`src/rtl/onehot_encoder_4x2.sv`:
```
// Registered 4-to-2 one-hot encoder with valid/ready handshake and illegal-pattern counter.
// Define ONEHOT_ENC_PRIORITY_EN to resolve multi-hot patterns to their highest index.
module onehot_encoder_4x2 #(
    parameter int unsigned CNT_W = 8
) (
    input  logic             clk,
    input  logic             rst,
    input  logic             in0,
    input  logic             in1,
    input  logic             in2,
    input  logic             in3,
    input  logic             in_valid,
    output logic             in_ready,
    output logic [1:0]       out,
    output logic             out_valid,
    input  logic             out_ready,
    output logic             err,
    output logic [CNT_W-1:0] err_count
);

    logic [3:0]       sel;
    logic             sel_legal;
    logic [1:0]       sel_code;
    logic             accept;

    logic [1:0]       out_q, out_d;
    logic             out_valid_q, out_valid_d;
    logic             err_q, err_d;
    logic [CNT_W-1:0] err_count_q, err_count_d;

    assign sel      = {in3, in2, in1, in0};
    assign in_ready = !out_valid_q || out_ready;
    assign accept   = in_valid && in_ready;

    always_comb begin
        sel_legal = 1'b0;
        sel_code  = 2'd0;
`ifdef ONEHOT_ENC_PRIORITY_EN
        sel_legal = |sel;
        if (sel[3]) begin
            sel_code = 2'd3;
        end else if (sel[2]) begin
            sel_code = 2'd2;
        end else if (sel[1]) begin
            sel_code = 2'd1;
        end else begin
            sel_code = 2'd0;
        end
`else
        case (sel)
            4'b0001: begin sel_legal = 1'b1; sel_code = 2'd0; end
            4'b0010: begin sel_legal = 1'b1; sel_code = 2'd1; end
            4'b0100: begin sel_legal = 1'b1; sel_code = 2'd2; end
            4'b1000: begin sel_legal = 1'b1; sel_code = 2'd3; end
            default: begin sel_legal = 1'b0; sel_code = 2'd0; end
        endcase
`endif
    end

    always_comb begin
        out_d       = out_q;
        out_valid_d = out_valid_q;
        err_d       = 1'b0;
        err_count_d = err_count_q;
        if (accept) begin
            if (sel_legal) begin
                out_d       = sel_code;
                out_valid_d = 1'b1;
            end else begin
                // An accepted beat implies any held code drains this cycle
                out_valid_d = 1'b0;
                err_d       = 1'b1;
                if (!(&err_count_q)) begin
                    err_count_d = err_count_q + CNT_W'(1);
                end
            end
        end else if (out_ready && out_valid_q) begin
            out_valid_d = 1'b0;
        end
    end

    always_ff @(posedge clk) begin
        if (rst) begin
            out_q       <= 2'd0;
            out_valid_q <= 1'b0;
            err_q       <= 1'b0;
            err_count_q <= '0;
        end else begin
            out_q       <= out_d;
            out_valid_q <= out_valid_d;
            err_q       <= err_d;
            err_count_q <= err_count_d;
        end
    end

    assign out       = out_q;
    assign out_valid = out_valid_q;
    assign err       = err_q;
    assign err_count = err_count_q;

endmodule
```
`config.mk`:
```
export PLATFORM = sky130hd
export DESIGN_NAME = onehot_encoder_4x2
export DESIGN_NICKNAME = d
export VERILOG_FILES = /design/src/rtl/onehot_encoder_4x2.sv
export SDC_FILE = /design/constraint.sdc
export NUM_CORES = 1
export LEC_CHECK = 0
export ABC_AREA = 1
export CORE_MARGIN = 2
export CORE_UTILIZATION = 48
export CTS_CLUSTER_SIZE = 30
export DETAILED_ROUTE_END_ITERATION = 6
export PLACE_DENSITY_LB_ADDON = 0.3
export SYNTH_ARGS = -nofsm -noshare
export SYNTH_HDL_FRONTEND = slang
export SYNTH_SLANG_ARGS = --single-unit
```
`constraint.sdc`:
```
create_clock -name clk -period 2.3 [get_ports clk]
set_clock_uncertainty 0.05 [all_clocks]
set_input_delay 0.345 -clock clk [delete_from_list [all_inputs] [get_ports clk]]
set_output_delay 0.345 -clock clk [all_outputs]
set_load 0.05 [all_outputs]
```
==> results of run 1 <==
## final cells by class
type / count / share of cell area
Clock buffer: 4 / 0.0390
Timing Repair Buffer: 20 / 0.212
Sequential cell: 12 / 0.258
Inverter: 15 / 0.0605
Multi-Input combinational cell: 78 / 0.410
Tap cell: 15 / 0.0202
## cell families after synthesis
family | count (synthesis) | share of synthesized area
AND/OR/NAND/NOR | 68 | 0.466
adder cells (fa/ha/maj) | 1 | 0.0181
flip-flops | 12 | 0.348
AO/OA/AOI/OAI | 9 | 0.0690
buffers and inverters | 16 | 0.0980
## placed cells by master (no fill, tap or decap), drive strengths merged, types with 4 or more instances in the layout
master          n
a21oi           8
clkbuf          4
clkdlybuf4s50  19
dfxtp          12
inv            14
nand2          26
nand3          18
nor2           23
## sequential cells by signal, indices dropped and copies added, names as in the netlist
register,cells
out_valid,1
out,2
err_count,8
err,1
## report_power, final
part | internal, mW | total, mW | switching (mW)
combinational | 0.0376 | 0.103 | 0.0659
sequential | 0.215 | 0.221 | 0.00621
clock | 0.0964 | 0.176 | 0.0791
total | 0.349 | 0.500 | 0.151
## metrics by stage
stage,std cells,worst slack (ns),instance area (um2)
CTS,144,0.340,931
floorplan,106,0.381,689
detailed placement,140,0.468,895
finish,144,0.335,931
global route,144,0.318,931
global placement,140,0.522,895
## routing by layer
metal	wire [um]	GRT usage
met1	718	0.237
met2	783	0.359
met3	83	0.0304
met4	19	0.0581
met5	0	0
## worst min-delay path by stage
stage                 from  slack (ns)  depth (start not counted)      to
floorplan              rst        0.36                          1  out[0]
global placement    out[0]        0.40                          2  out[0]
detailed placement  out[1]        0.42                          2  out[1]
CTS                 out[1]        0.44                          2  out[1]
global route        out[1]        0.47                          2  out[1]
finish              out[1]        0.44                          2  out[1]
==> qor.yml, run 1 <==
yosys:
  synth_fp_nets: 115
  ys_seq_area_frac: 0.348
  synth_edf_count: 0
  synthDistinctLibCells: 16
  yosysWarnings: 0
  synth_flop_cell: "dfxtp_1"
  syn_avg_cell_area_um2: 6.50
  synth_top_area_cell: "dfxtp_1"
  yosysTopAreaCellShare: 0.348
  synthTopCellsByArea: "dfxtp_1, nand2_1, nor2_1"
  synthCells: 106
  synth-seq-cells: 12
  ys_async_sr_fraction: 0
  netlist_area_um2: 689
  synth.most_common_cell: "nand2_1"
  ys_top_cells_by_count: "nand2_1, nor2_1, inv_1, nand3_1, dfxtp_1"
cts:
  cts_hold_buf: 0
  cts_tree: "built"
  clk_pin_slew_worst_paths_ns: 0.08
  cts_buffers: 3
  clockRootBuffer: "clkbuf_4"
  clk_path_buf_depth: 2
  cts_resized: 0
  clock-sinks: 12
  clock_latency_ns: 0.28
  post-cts-setup-buffers: 0
  htreeDepth: 1
worst_setup_path:
  cp.arrival_ns: 1.57
  cp-start-kind: "flip-flop"
  slowest_stage: "clkdlybuf4s50_1"
  cp-startpoint: "err_count[2]"
  required_ns: 1.90
  path_max_fanout: 6
  cp-end-kind: "output port"
  setup.worst_path.end: "err_count[2]"
  cp_cell_sequence: "clkdlybuf4s50_1"
  max_stage_delay_ns: 0.84
  reg2reg_slack_ns: 0.83
  cp_num_cells: 1
  worstSetupPathType: "flip-flop to output port"
  critPathTopFamily: "buffers and inverters"
  r2r_start: "err_count[0]"
  r2r_end: "err_count[2]"
  critPathBufInv: 1
  rr_worst_depth: 7
detailed_routing:
  drcViolationCount: 0
  firstDrtPassIters: 4
  ant_nets: 0
  totalWireLength_um: 1600
  drt_iter0_markers: 24
  avgViaCountPerCell: 5.08
  wl_per_cell_um: 11.1
  via_count: 732
global_route:
  grt_max_degree: 15
  grt_pass1_wl_um: 2770
  grt_pass1_vias: 689
  antenna_found_initial: 0
  grt_overflow: 0
  track_usage: 0.198
final_layout:
  fillers: 117
  regArea_um2: 240
  layout-drive-gt1-share: 0.109
  multiInputGateArea_um2: 382
  nets: 139
  n_antenna_cell: 0
  utilization: 0.707
  area_growth_pct: 35.0
timing:
  holdWs_ns: 0.435
  hold_viol_final: 0
  relSlewSlack: 0.668
  setup_tns_ns: 0
  slew_violations: 0
  setup_viol: 0
  finalCritPeriodShare: 0.854
  rsz0062_at_grt: "false"
  tightest_slew_ns: 0.496
  min_period_ns: 1.96
  timing.fmax_mhz: 509
die:
  dieArea_um2: 1760
  start_util: 0.523
  boundaryPins: 21
  rows: 13
  fp.dieW_um: 41.9
  core_um2: 1320
  chipHeight_um: 41.9
placement:
  dp_hpwl_um: 1230
  port_buffers: 20
  gp_congestion: 0.859
flow_run:
  maxCapViolCount: 0
status:
  status: "finished clean"
pwr:
  total_power_mw: 0.500
  leakage_nw: 0.412
  vdd_drop_max_uv: 343
  power.density_nw_per_um2: 537
worst_hold_path:
  holdCritPathClass: "flip-flop to flip-flop"
(Power assumes the default switching activity.)
==> inputs of run 2 (changes only) <==
HOLD_SLACK_MARGIN = 0.06   (was unset)
SLEW_MARGIN = 20   (was unset)
==> results of run 2 <==
The final DEF is identical to that of run 1; final timing and power are the same.
